**src/rtl/stopwatch_mmss.sv**
```systemverilog
// MM:SS stopwatch with IDLE/RUN/PAUSE control and a 4-digit multiplexed,
// active-low seven-segment driver scanned by an external tick.
module stopwatch_mmss (
  input  logic       clk,
  input  logic       rst,
  input  logic       tick_1hz,
  input  logic       tick_scan,
  input  logic       start_stop,
  input  logic       clear,
  output logic [6:0] seg,
  output logic [3:0] an,
  output logic       running,
  output logic       rollover
);

  typedef enum logic [1:0] {IDLE, RUN, PAUSE} state_t;

  state_t     state_reg, state_next;
  logic [3:0] s_lo_reg, s_hi_reg, m_lo_reg, m_hi_reg;
  logic [3:0] s_lo_next, s_hi_next, m_lo_next, m_hi_next;
  logic       rollover_reg, rollover_next;
  logic [1:0] idx_reg, idx_next;
  logic [6:0] seg_reg, seg_next;
  logic [3:0] an_reg, an_next;
  logic [3:0] digit_sel;
  logic       count_en;

  // The registered state qualifies counting, so a tick coincident with
  // start_stop is counted only if we were already running.
  assign count_en = (state_reg == RUN) && tick_1hz;

  always_ff @(posedge clk or posedge rst) begin
    if (rst) begin
      state_reg    <= IDLE;
      s_lo_reg     <= 4'd0;
      s_hi_reg     <= 4'd0;
      m_lo_reg     <= 4'd0;
      m_hi_reg     <= 4'd0;
      rollover_reg <= 1'b0;
      idx_reg      <= 2'd0;
      seg_reg      <= 7'b1000000;
      an_reg       <= 4'b1110;
    end else begin
      state_reg    <= state_next;
      s_lo_reg     <= s_lo_next;
      s_hi_reg     <= s_hi_next;
      m_lo_reg     <= m_lo_next;
      m_hi_reg     <= m_hi_next;
      rollover_reg <= rollover_next;
      idx_reg      <= idx_next;
      seg_reg      <= seg_next;
      an_reg       <= an_next;
    end
  end

  always_comb begin
    state_next = state_reg;
    if (clear) begin
      state_next = IDLE;
    end else if (start_stop) begin
      case (state_reg)
        IDLE:    state_next = RUN;
        RUN:     state_next = PAUSE;
        PAUSE:   state_next = RUN;
        default: state_next = IDLE;
      endcase
    end
  end

  always_comb begin
    s_lo_next     = s_lo_reg;
    s_hi_next     = s_hi_reg;
    m_lo_next     = m_lo_reg;
    m_hi_next     = m_hi_reg;
    rollover_next = 1'b0;
    if (clear) begin
      s_lo_next = 4'd0;
      s_hi_next = 4'd0;
      m_lo_next = 4'd0;
      m_hi_next = 4'd0;
    end else if (count_en) begin
      if (s_lo_reg != 4'd9) begin
        s_lo_next = s_lo_reg + 4'd1;
      end else begin
        s_lo_next = 4'd0;
        if (s_hi_reg != 4'd5) begin
          s_hi_next = s_hi_reg + 4'd1;
        end else begin
          s_hi_next = 4'd0;
          if (m_lo_reg != 4'd9) begin
            m_lo_next = m_lo_reg + 4'd1;
          end else begin
            m_lo_next = 4'd0;
            if (m_hi_reg != 4'd5) begin
              m_hi_next = m_hi_reg + 4'd1;
            end else begin
              m_hi_next     = 4'd0;
              rollover_next = 1'b1;
            end
          end
        end
      end
    end
  end

  assign idx_next = tick_scan ? idx_reg + 2'd1 : idx_reg;

  always_comb begin
    case (idx_reg)
      2'd0:    digit_sel = s_lo_reg;
      2'd1:    digit_sel = s_hi_reg;
      2'd2:    digit_sel = m_lo_reg;
      default: digit_sel = m_hi_reg;
    endcase
  end

  // Decoded every cycle so the display follows digit changes between scan ticks.
  always_comb begin
    case (digit_sel)
      4'd0:    seg_next = 7'b1000000;
      4'd1:    seg_next = 7'b1111001;
      4'd2:    seg_next = 7'b0100100;
      4'd3:    seg_next = 7'b0110000;
      4'd4:    seg_next = 7'b0011001;
      4'd5:    seg_next = 7'b0010010;
      4'd6:    seg_next = 7'b0000010;
      4'd7:    seg_next = 7'b1111000;
      4'd8:    seg_next = 7'b0000000;
      4'd9:    seg_next = 7'b0010000;
      default: seg_next = 7'b1111111;
    endcase
  end

  generate
    for (genvar gi = 0; gi < 4; gi++) begin : g_anode
      assign an_next[gi] = (idx_reg != 2'(gi));
    end
  endgenerate

  assign seg      = seg_reg;
  assign an       = an_reg;
  assign running  = (state_reg == RUN);
  assign rollover = rollover_reg;

endmodule

```
**config.mk**
```make
export PLATFORM = sky130hd
export DESIGN_NAME = stopwatch_mmss
export DESIGN_NICKNAME = d
export VERILOG_FILES = /design/src/rtl/stopwatch_mmss.sv
export SDC_FILE = /design/constraint.sdc
export NUM_CORES = 1
export LEC_CHECK = 0
export CORE_ASPECT_RATIO = 1.25
export CORE_MARGIN = 4
export CORE_UTILIZATION = 45
export CTS_CLUSTER_DIAMETER = 60
export CTS_CLUSTER_SIZE = 40
export DETAILED_ROUTE_END_ITERATION = 8
export GPL_ROUTABILITY_DRIVEN = 0
export PLACE_DENSITY = 0.7
export SETUP_SLACK_MARGIN = 0.3
export SYNTH_ARGS = -nofsm -noshare
export SYNTH_HDL_FRONTEND = slang
export SYNTH_SLANG_ARGS = --single-unit
```
**constraint.sdc**
```tcl
create_clock -name clk -period 2.2 [get_ports clk]
set_clock_uncertainty 0.15 [all_clocks]
set_input_delay 0.55 -clock clk [delete_from_list [all_inputs] [get_ports clk]]
set_output_delay 0.55 -clock clk [all_outputs]
set_load 0.005 [all_outputs]
```
# == Word-level counts from Yosys, hierarchy flattened ==
# Memories as Yosys holds them, arrays and structs flattened. A register that Yosys moved wholly into a read port is not among the register bits.
# Index checks and enable logic that the tools add are counted.
# Widths: inputs -> output; s select.
# op_classes
addsub,5
n_mul,0
div,0
magnitude_cmp,0
eq_ne,14
n_shift,0
mux,28
n_bitwise,0
reduce_logical,10
# ops
cell,n
$mux 4,18
$add 4x1->4 const B,4
$pmux 4 s3,1
$ne 2x2->1 const B,5
$ne 4x3->1 const B,2
$ne 4x4->1 const B,2
$mux 1,6
$reduce_bool 2->1,3
$eq 2x1->1 const B,2
$eq 2x2->1 const B,2
$logic_not 2->1,2
$mux 2,2
$pmux 2 s2,1
$reduce_and 4->1,1
$reduce_and 3->1,1
$add 2x1->2 const B,1
$ne 2x1->1 const B,1
$reduce_and 2->1,1
$reduce_or 2->1,1
$logic_and 1x1->1,1
# totals
regBits,25
latch_bits,0
ram_bits,0
rom_bits,112
in_bits,6
out_inout_bits,13
elab_cells,66
n_memories,1
# mem_list
name,depth,word_bits,read_ports,rd_ports_with_merged_regs,wr,line_no,source
(name not given),16,7,1,1,0,119,case (digit_sel)

# == Logic depth before layout (Yosys ltp) ==
# Gate-level depths: netlist of run 1.
# logic_depth
word_depth,7
mapped_depth,8
mapped_depth_nobuf,8

# == Worst setup path before layout of run 1 ==
# OpenSTA, ideal clock, no wires.
# synth_timing
path_kind,register to register
startpoint,register idx_reg[0]
endpoint,register seg_reg[3] (netlist: seg[3])
setup_time_ps,135
arrival_time_ps,1659
t_required_ps,1915
slack_ps,256
stages_incl_launch_ff,8
path_buffers,0
path_cell_list,dfrtp_1 -> inv_1 -> ha_1 -> a222oi_1 -> mux2i_1 -> ha_1 -> nand2_1 -> nand3_1
# synth_between
elab_chain_cells,2
# synth_lines
element,line_no,source
"start, declared",22,"logic [1:0] idx_reg, idx_next;"
"start signal, assigned",50,idx_reg <= idx_next;
"$eq 2x2->1, or another cell as far along",109,case (idx_reg)
$pmux 4 s3 (*),109,
"end, declared",23,"logic [6:0] seg_reg, seg_next;"
# Mark *: on every way between the ends. The rest lies on a longest branch, timed or not.
# A chain may end at the register's enable or synchronous reset.

# == Worst setup path in the final report of run 1 ==
# Same ends and word-level chain as after synthesis.

==> results of run 1 <==
-- per-layer routing --
metal	wire length [µm]	part of all wire	GRT usage
met5	0	0	0
met3	186	0.050	0.0424
met2	1980	0.53	0.293
met4	48	0.013	0.0454
met1	1510	0.41	0.182
-- worst max-delay path: stages, from the launching register on --
cell	delay, ns
dfrtp_2	0.44
ha_2	0.22
a222oi_1	0.45
mux2i_2	0.21
ha_1	0.33
nand2_1	0.06
nand3_1	0.08
-- cell usage after synthesis, types with 2 or more instances --
library cell	number
dfstp_2	4
a222oi_1	4
and3b_1	4
inv_1	16
nand4_1	2
nand3_1	5
a311oi_1	3
nor2b_1	3
nor3_1	3
nand3b_1	2
a21oi_1	17
mux2_2	2
or4_1	2
o21ai_0	7
xor2_1	2
mux2i_1	7
clkbuf_1	2
or3_1	6
ha_1	14
nor2_1	9
dfrtp_1	28
nand2_1	11
-- worst max path at each step --
stage	startpoint	to	slack, ns	depth (start not counted)
finish	idx_reg[0]	seg[3]	0.14	6
global route	idx_reg[1]	seg[3]	0.05	7
CTS	idx_reg[1]	seg[3]	0.11	7
detailed placement	tick_1hz	m_lo_reg[2]	-0.12	5
global placement	tick_1hz	m_lo_reg[2]	-0.07	5
floorplan	idx_reg[0]	seg[3]	0.30	7
-- repair_timing --
| action | in CTS | in global routing |
|---|---|---|
| setup buffers | 6 | 5 |
| pin swaps | 5 | 7 |
| endpoints found under the setup margin | 22 | 13 |
| resized for setup | 19 | 10 |
-- cell families after synthesis --
group,count (synthesis)
and+or+nand+nor,52
xor gates and xnor gates,3
DFF,32
AOI/OAI and AO/OA,36
buffers and inverters,22
muxes,9
adders and majority gates,14
-- per-stage QoR --
step / total power [mW] / area, µm² / utilization / cells / setup TNS (ns)
2_1_floorplan: 0.984 / 1720 / - / 168 / 0
3_3_place_gp: 1.20 / 2000 / 0.560 / 230 / -0.200
3_5_place_dp: 1.22 / 2000 / 0.560 / 230 / -0.686
4_1_cts: 1.87 / 2190 / 0.614 / 244 / 0
5_1_grt: 1.99 / 2260 / 0.632 / 249 / 0
6_report: 1.87 / 2260 / 0.632 / 249 / 0
-- final cells by class --
| type | instances | area, µm² | share of cell area |
|---|---|---|---|
| repair buffers | 39 | 334 | 0.148 |
| flip-flops and latches | 32 | 810 | 0.358 |
| well taps | 39 | 48.8 | 0.0216 |
| clock inverters | 1 | 30.0 | 0.0133 |
| inverters | 17 | 63.8 | 0.0282 |
| clock buffers | 7 | 96.3 | 0.0426 |
| multi-input cells | 114 | 877 | 0.388 |
-- power groups by stage --
stage,Combinational (mW),Clock (mW),Sequential [mW]
floorplan,0.223,0,0.761
global placement,0.445,0,0.752
detailed placement,0.463,0,0.758
CTS,0.489,0.634,0.745
global route,0.563,0.662,0.763
finish,0.505,0.620,0.747
==> flow_metrics.env, run 1 <==
export IMPL_antennaDiodeCount=0
export IMPL_layout_cells_most_common="dfrtp_1"
export IMPL_syn2layout_area_growth_pct=31.4
export IMPL_hpwl_um=2510
export IMPL_setup_viol=0
export IMPL_preCtsSetupSlack_ns=-0.116
export IMPL_power_frac_comb=0.270
export IMPL_seq_power_share=0.399
export IMPL_synth_compound_area_share=0.132
export IMPL_drt_total_wl_um=3720
export IMPL_worst_pin_slew_ns=0.452
export IMPL_synth_flop_cell="dfrtp_1"
export IMPL_hold_end="s_lo_reg[3]"
export IMPL_cts_hold_buf=0
export IMPL_fillers=288
export IMPL_drt_pre_antenna_iters=4
export IMPL_fp_dieH_um=77.1
export IMPL_synth_area_top_cells="dfrtp_1, ha_1, dfstp_2, a21oi_1, mux2i_1"
export IMPL_viasPerCell=5.70
export IMPL_power_density_nw_per_um2=828
export IMPL_internal_power_mw=1.36
export IMPL_clockBufferDepth=2
export IMPL_slew_headroom=0.699
export IMPL_antenna_found_initial=0
export IMPL_r2r_end="seg[3]"
export IMPL_h_tree_depth=2
export IMPL_irDropWorstVdd_v=0.000535
export IMPL_rr_worst_depth=6
export IMPL_power_frac_clock=0.331
export IMPL_overflow=0
export IMPL_num_io_pins=19
export IMPL_synth_top_family_by_area="simple AND/OR/NAND/NOR gates"
export IMPL_worstPathArrival_ns=2.07
export IMPL_first_global_vias=1383
export IMPL_async_flop_share=1.00
export IMPL_status="complete, no violations"
export IMPL_die_area_um2=4880
export IMPL_syn_area_um2=1720
export IMPL_yosysWarnings=0
export IMPL_synth_area_per_cell_um2=10.2
export IMPL_ant_nets=0
export IMPL_drv_slew=0
export IMPL_rsz0062_at_grt="true"
export IMPL_vias=1420
export IMPL_synth_cell_types=37
export IMPL_ys_seq_area_frac=0.469
export IMPL_layout_common_cells="dfrtp_1, buf_4, a21oi_1, inv_1, clkdlybuf4s50_1"
export IMPL_core_area_um2=3570
export IMPL_initialDrtViolationCount=76
export IMPL_clock_sinks=32
export IMPL_synthesis_nets=188
export IMPL_synth_top_area_frac=0.408
export IMPL_min_period_over_period=0.936
export IMPL_largest_reg_flops=7
export IMPL_whs_ns=0.392
export IMPL_synth_adder_area_share=0.102
export IMPL_synthSimpleGateAreaFrac=0.176
export IMPL_fmax_mhz=486
export IMPL_routedWlPerCell_um=15.0
export IMPL_cts_tree="done"
export IMPL_hp_class="reg -> reg"
export IMPL_drc=0
export IMPL_critPathRequiredTime_ns=2.21
export IMPL_port_buffers=18
export IMPL_synth_xor_area_share=0.0153
export IMPL_cp_end_kind="flop"
export IMPL_holdCritStartpoint="s_lo_reg[3]"
export IMPL_die_x_um=63.3
export IMPL_path_class="reg -> reg"
export IMPL_worst_path_max_fanout=5
export IMPL_cts_root_buffer="clkbuf_8"
export IMPL_reg2reg_slack_ns=0.14
export IMPL_clkTransAtPathRegs_ns=0.07
export IMPL_start_util=0.481
export IMPL_hold_viol_final=0
export IMPL_clk_latency_ns=0.29
export IMPL_netSwitchingPower_uw=507
export IMPL_placementRows=24
export IMPL_synth_edff_count=0
export IMPL_min_path_cells=1
export IMPL_p_leak_nw=1.01
export IMPL_synthMuxAreaShare=0.0539
export IMPL_fin_nets=229
export IMPL_numCtsBuffers=5
export IMPL_yosysTopAreaCell="dfrtp_1"
export IMPL_layout_drive_gt1_share=0.290
export IMPL_period_minus_slack_ns=2.06
export IMPL_synth_seq_cells=32
export IMPL_cp_start_kind="flop"
export IMPL_worst_slack_ns=0.141
export IMPL_grt_util_all_layers=0.161
export IMPL_synthCells=168
export IMPL_switching_share=0.271
export IMPL_drv_cap=0
export IMPL_grt_max_degree=33
export IMPL_worstReg2RegStart="idx_reg[0]"
export IMPL_grt_pass1_wl_um=6280
No activity file was read; power rests on OpenSTA's default activity.
==> run 2: changes to the inputs <==
--- a/config.mk
+++ b/config.mk
@@ -17,3 +17,4 @@
 export SYNTH_ARGS = -nofsm -noshare
 export SYNTH_HDL_FRONTEND = slang
 export SYNTH_SLANG_ARGS = --single-unit
+export TNS_END_PERCENT = 50
==> run 2 against run 1 <==
Worst hold slack better by 0.0011 ns. Largest cell class unchanged. Non-clock buffer count down 2. Flip-flop and latch count is the same. Sequential power about the same. Highest routed layer unchanged. Utilization shrank 0.35 points. Die area unchanged.
==> flow_metrics.env, run 2 (synthesized netlist as in run 1, its figures left out) <==
export IMPL_layout_common_cells="dfrtp_1, buf_4, a21oi_1, clkdlybuf4s50_1, inv_1"
export IMPL_fp_dieH_um=77.1
export IMPL_grt_max_degree=33
export IMPL_critPathRequiredTime_ns=2.21
export IMPL_rr_worst_depth=6
export IMPL_utilization=0.629
export IMPL_cts_tree="done"
export IMPL_antenna_found_initial=0
export IMPL_drt_total_wl_um=3710
export IMPL_worstPathArrival_ns=2.07
export IMPL_period_minus_slack_ns=2.06
export IMPL_holdCritStartpoint="s_lo_reg[3]"
export IMPL_r2r_end="seg[3]"
export IMPL_initialDrtViolationCount=92
export IMPL_largest_reg_flops=7
export IMPL_irDropWorstVdd_v=0.000533
export IMPL_cts_root_buffer="clkbuf_8"
export IMPL_setup_viol=0
export IMPL_hpwl_um=2510
export IMPL_min_path_cells=1
export IMPL_drv_slew=0
export IMPL_crit_chain="ha_2 > a222oi_1 > mux2i_2 > ha_1 > nand2_1 > nand3_1"
export IMPL_worst_pin_slew_ns=0.455
export IMPL_drc=0
export IMPL_num_io_pins=19
export IMPL_status="complete, no violations"
export IMPL_fillers=289
export IMPL_cp_start_kind="flop"
export IMPL_reg2reg_slack_ns=0.14
export IMPL_hold_end="s_lo_reg[3]"
export IMPL_fin_nets=227
export IMPL_ant_nets=0
export IMPL_power_density_nw_per_um2=837
export IMPL_worstReg2RegStart="idx_reg[0]"
export IMPL_die_x_um=63.3
export IMPL_placementRows=24
export IMPL_crit_slowest_cell="a222oi_1"
export IMPL_routedWlPerCell_um=15.0
export IMPL_cp_end_kind="flop"
export IMPL_viasPerCell=5.55
export IMPL_cts_hold_buf=0
export IMPL_clockBufferDepth=2
export IMPL_worst_path_max_fanout=5
export IMPL_overflow=0
export IMPL_antennaDiodeCount=0
export IMPL_drt_pre_antenna_iters=4
export IMPL_min_period_over_period=0.938
export IMPL_slew_headroom=0.696
export IMPL_die_area_um2=4880
export IMPL_p_leak_nw=1.01
export IMPL_clock_sinks=32
export IMPL_grt_pass1_wl_um=6230
export IMPL_vias=1372
export IMPL_hp_class="reg -> reg"
export IMPL_port_buffers=18
export IMPL_fmax_mhz=484
export IMPL_first_global_vias=1379
export IMPL_layout_drive_gt1_share=0.279
export IMPL_grt_util_all_layers=0.159
export IMPL_hold_viol_final=0
export IMPL_h_tree_depth=2
export IMPL_start_util=0.481
export IMPL_clkTransAtPathRegs_ns=0.07
export IMPL_syn2layout_area_growth_pct=30.7
export IMPL_rsz0062_at_grt="true"
export IMPL_clk_latency_ns=0.29
export IMPL_totalPowerFinal_mw=1.88
export IMPL_slowest_delay_ns=0.45
export IMPL_path_class="reg -> reg"
export IMPL_layout_cells_most_common="dfrtp_1"
export IMPL_core_area_um2=3570
export IMPL_numCtsBuffers=5
export IMPL_drv_cap=0
-- run 2: repair_timing --
item	in CTS	in global routing
resized for setup	14	12
endpoints found under the setup margin	22	19
endpoints found under the hold margin	0	0
pin swaps	4	6
buffers inserted	6	3
-- run 2: cell type report --
type,instances,area (µm²),share of cell area
multi-input cells,114,873,0.389
well taps,39,48.8,0.0217
inverters,17,63.8,0.0284
clock buffers,7,96.3,0.0429
clock inverters,1,30.0,0.0134
flip-flops and latches,32,810,0.360
repair buffers,37,325,0.145
-- run 2: how the worst max path moves through the flow --
stage                   to       start  cells past startpoint  slack, ns
2_1_floorplan       seg[3]  idx_reg[0]                      7       0.30
3_3_place_gp   m_lo_reg[2]    tick_1hz                      5      -0.07
3_5_place_dp   m_lo_reg[2]    tick_1hz                      5      -0.12
4_1_cts             seg[3]  idx_reg[1]                      7       0.11
5_1_grt             seg[3]  idx_reg[1]                      7       0.05
6_report            seg[3]  idx_reg[0]                      6       0.14
-- run 2: critical path: cells and delay by family, from the launching register on --
family | cells | cell delay (ns)
AO/OA/AOI/OAI | 1 | 0.45
adder cells (fa/ha/maj) | 2 | 0.56
flip-flops | 1 | 0.44
multiplexers | 1 | 0.21
AND/OR/NAND/NOR | 2 | 0.14
-- run 2: routing by layer --
| metal | share of wire | global-route usage |
|---|---|---|
| met3 | 0.046 | 0.0409 |
| met4 | 0.0097 | 0.0454 |
| met1 | 0.42 | 0.182 |
| met5 | 0 | 0 |
| met2 | 0.52 | 0.288 |
-- run 2: where the power goes --
| group | switching [mW] | internal [mW] |
|---|---|---|
| Combinational | 0.242 | 0.271 |
| Clock | 0.221 | 0.400 |
| Sequential | 0.0462 | 0.701 |
| Total | 0.510 | 1.37 |
-- run 2: metrics by stage --
stage	hold slack (ns)	setup slack (ns)	cells	TNS (ns)	instance area [µm²]
2_1_floorplan	0.328	0.299	168	0	1720
3_3_place_gp	0.357	-0.0663	230	-0.200	2000
3_5_place_dp	0.379	-0.116	230	-0.686	2000
4_1_cts	0.383	0.111	244	0	2190
5_1_grt	0.423	0.0499	247	0	2250
6_report	0.393	0.136	247	0	2250
==> run 3: changes to the inputs <==
--- a/config.mk
+++ b/config.mk
@@ -5,14 +5,16 @@
 export SDC_FILE = /design/constraint.sdc
 export NUM_CORES = 1
 export LEC_CHECK = 0
+export ABC_AREA = 1
 export CORE_ASPECT_RATIO = 1.25
 export CORE_MARGIN = 4
 export CORE_UTILIZATION = 45
 export CTS_CLUSTER_DIAMETER = 60
 export CTS_CLUSTER_SIZE = 40
 export DETAILED_ROUTE_END_ITERATION = 8
+export DONT_BUFFER_PORTS = 1
 export GPL_ROUTABILITY_DRIVEN = 0
-export PLACE_DENSITY = 0.7
+export PLACE_DENSITY = 0.64
 export SETUP_SLACK_MARGIN = 0.3
 export SYNTH_ARGS = -nofsm -noshare
 export SYNTH_HDL_FRONTEND = slang
==> constraint.sdc (replaced) <==
create_clock -name clk -period 2.1 [get_ports clk]
set_clock_uncertainty 0.15 [all_clocks]
set_input_delay 0.525 -clock clk [delete_from_list [all_inputs] [get_ports clk]]
set_output_delay 0.525 -clock clk [all_outputs]
set_load 0.005 [all_outputs]
==> run 3 against run 2 <==
Sequential share of layout area increased by 1.6 points. Final cell count increased by 15%. Fmax increased by 18%. Worst hold slack got worse by 0.34 ns. Register-to-register slack improved by 0.21 ns. Critical endpoint unchanged. Largest cell class unchanged.
==> flow_metrics.env, run 3 <==
export IMPL_synthSimpleGateAreaFrac=0.289
export IMPL_synthCells=218
export IMPL_cts_root_buffer="clkbuf_8"
export IMPL_drv_cap=0
export IMPL_first_global_vias=1327
export IMPL_die_x_um=65.0
export IMPL_start_util=0.475
export IMPL_yosysMostFrequentCell="nand2_1"
export IMPL_fp_dieH_um=79.3
export IMPL_grt_max_degree=33
export IMPL_worstReg2RegStart="idx_reg[0]"
export IMPL_vias=1376
export IMPL_synth_top_family_by_area="simple AND/OR/NAND/NOR gates"
export IMPL_viasPerCell=4.86
export IMPL_routedWlPerCell_um=11.9
export IMPL_port_buffers=0
export IMPL_cts_tree="done"
export IMPL_yosysWarnings=0
export IMPL_layout_common_cells="nand2_1, dfrtp_1, inv_1, nand2_2, nor2_1"
export IMPL_synth_seq_cells=32
export IMPL_ant_nets=0
export IMPL_overflow=0
export IMPL_largest_reg_flops=7
export IMPL_antenna_found_initial=0
export IMPL_grt_pass1_wl_um=5940
export IMPL_async_flop_share=1.00
export IMPL_synth_area_top_cells="dfrtp_1, nand2_1, ha_1, dfstp_2, inv_1"
export IMPL_hold_viol_final=0
export IMPL_period_minus_slack_ns=1.75
export IMPL_clk_latency_ns=0.28
export IMPL_layout_drive_gt1_share=0.275
export IMPL_initialDrtViolationCount=39
export IMPL_drt_total_wl_um=3360
export IMPL_worst_pin_slew_ns=0.393
export IMPL_synth_cell_types=32
export IMPL_yosys_top_cells_count="nand2_1, dfrtp_1, inv_1"
export IMPL_cp_end_kind="flop"
export IMPL_antennaDiodeCount=0
export IMPL_yosysTopAreaCell="dfrtp_1"
export IMPL_path_class="reg -> reg"
export IMPL_num_io_pins=19
export IMPL_worstPathArrival_ns=1.77
export IMPL_drv_slew=0
export IMPL_grt_util_all_layers=0.153
export IMPL_rsz0062_at_grt="true"
export IMPL_synth_top_area_frac=0.383
export IMPL_setup_viol=0
export IMPL_utilization=0.559
export IMPL_h_tree_depth=2
export IMPL_drc=0
export IMPL_synth_edff_count=0
export IMPL_fin_nets=248
export IMPL_power_density_nw_per_um2=1240
export IMPL_synth_area_per_cell_um2=8.39
export IMPL_drt_pre_antenna_iters=4
export IMPL_hpwl_um=2490
export IMPL_ys_seq_area_frac=0.440
export IMPL_worst_slack_ns=0.350
export IMPL_final_setup_tns_ns=0
export IMPL_hp_class="in -> async"
export IMPL_cp_start_kind="flop"
export IMPL_crit_slowest_cell="dfrtp_2"
export IMPL_min_period_over_period=0.833
export IMPL_status="complete, no violations"
export IMPL_synth_compound_area_share=0.0896
export IMPL_critPathRequiredTime_ns=2.12
export IMPL_p_leak_nw=1.04
export IMPL_die_area_um2=5160
export IMPL_synthesis_nets=238
export IMPL_slew_headroom=0.738
export IMPL_synth_flop_cell="dfrtp_1"
export IMPL_startpoint="idx_reg[0]"
export IMPL_placed_cell_area_um2=1920
export IMPL_clkTransAtPathRegs_ns=0.07
export IMPL_synth_xor_area_share=0.0239
export IMPL_irDropWorstVdd_v=0.000451
export IMPL_layoutNonFillerInstCount=283
export IMPL_postLayoutCellArea_um2=2150
export IMPL_clock_sinks=32
export IMPL_fmax_mhz=572
export IMPL_synthMuxAreaShare=0
export IMPL_syn2layout_area_growth_pct=17.5
export IMPL_syn_area_um2=1830
export IMPL_core_area_um2=3850
export IMPL_preCtsSetupSlack_ns=0.205
export IMPL_clockBufferDepth=2
export IMPL_crit_chain="inv_4 > ha_4 > nand2_2 > nand2_2 > o21ai_4 > inv_2 > ha_4 > nand2_2 > nand2_1 > nand2_1 > nand2_1"
export IMPL_placementRows=25
export IMPL_synth_adder_area_share=0.0958
export IMPL_dp_cells=272
export IMPL_layout_cells_most_common="nand2_1"
export IMPL_slowest_delay_ns=0.46
export IMPL_numCtsBuffers=5
export IMPL_worst_path_max_fanout=5
==> run 3: changes by cell type in the layout (fill, tap and decap cells not counted), moves of 5 or more <==
cell             before  now
ha_4                  0    5
buf_4                18    4
nand2_1              11   58
clkdlybuf4s50_1      14    0
nand3_1               4   10
nand2_2               0   14
or3_1                 6    0
a21oi_1              16    4
==> run 3: critical path, delay by kind of cell (launching register included) <==
family / cells / cell delay [ns]
adder cells (fa/ha/maj): 2 / 0.42
AO/OA/AOI/OAI: 1 / 0.15
AND/OR/NAND/NOR: 6 / 0.33
flip-flops: 1 / 0.46
buffers and inverters: 2 / 0.14
==> run 3: repair_timing <==
item,CTS,global route
pin swaps,1,13
setup endpoints to repair,4,6
setup buffers,2,1
hold buffers,0,0
resized for setup,4,23
==> run 3: path summary, 6_finish.rpt <==
| check | to | slack (ns) | depth (start not counted) |
|---|---|---|---|
| worst max register to register | seg[3] | 0.35 | 11 |
| worst min-delay path | seg[0] | 0.05 | 2 |
| worst max-delay path | seg[3] | 0.35 | 11 |
| max in group asynchronous | an[1] | 1.42 | 2 |
| min in group clk | state_reg[0] | 0.15 | 1 |
| worst min register to register | s_hi_reg[3] | 0.36 | 2 |
==> run 3: final cells by class <==
| type | count | area (µm²) |
|---|---|---|
| Clock inverter | 3 | 42.5 |
| Fill cell | 356 | 1700 |
| Sequential cell | 32 | 808 |
| Clock buffer | 5 | 68.8 |
| Inverter | 27 | 109 |
| Tap cell | 54 | 67.6 |
| Multi-Input combinational cell | 158 | 1020 |
| Timing Repair Buffer | 4 | 30.0 |
==> run 3: where the power goes <==
part	switching, mW	internal [mW]	total (mW)	leakage [nW]
sequential	0.160	0.811	0.971	0.406
clock	0.230	0.351	0.580	0.0541
combinational	0.633	0.482	1.12	0.578
==> run 3: cells by family (layout without fill, tap and decap cells) <==
group | count (synthesis) | count (layout)
AO/OA/AOI/OAI | 24 | 24
adder cells (fa/ha/maj) | 14 | 14
flip-flops | 32 | 32
buffers and inverters | 28 | 39
XOR/XNOR | 5 | 5
AND/OR/NAND/NOR | 115 | 115
==> run 3: per-layer routing <==
layer	share of wire	up-vias	GRT usage	wire, µm
met5	0	-	0	0
met4	0.020	0	0.0685	67
met3	0.039	6	0.0410	132
met2	0.51	22	0.266	1720
met1	0.43	636	0.173	1440
li1	-	712	-	-
==> run 3: per-stage QoR <==
step / hold WS [ns] / power, mW
global route: 0.105 / 2.90
detailed placement: 0.356 / 1.88
finish: 0.0514 / 2.67
CTS: 0.0714 / 2.54
floorplan: 0.325 / 1.70
global placement: 0.353 / 1.87
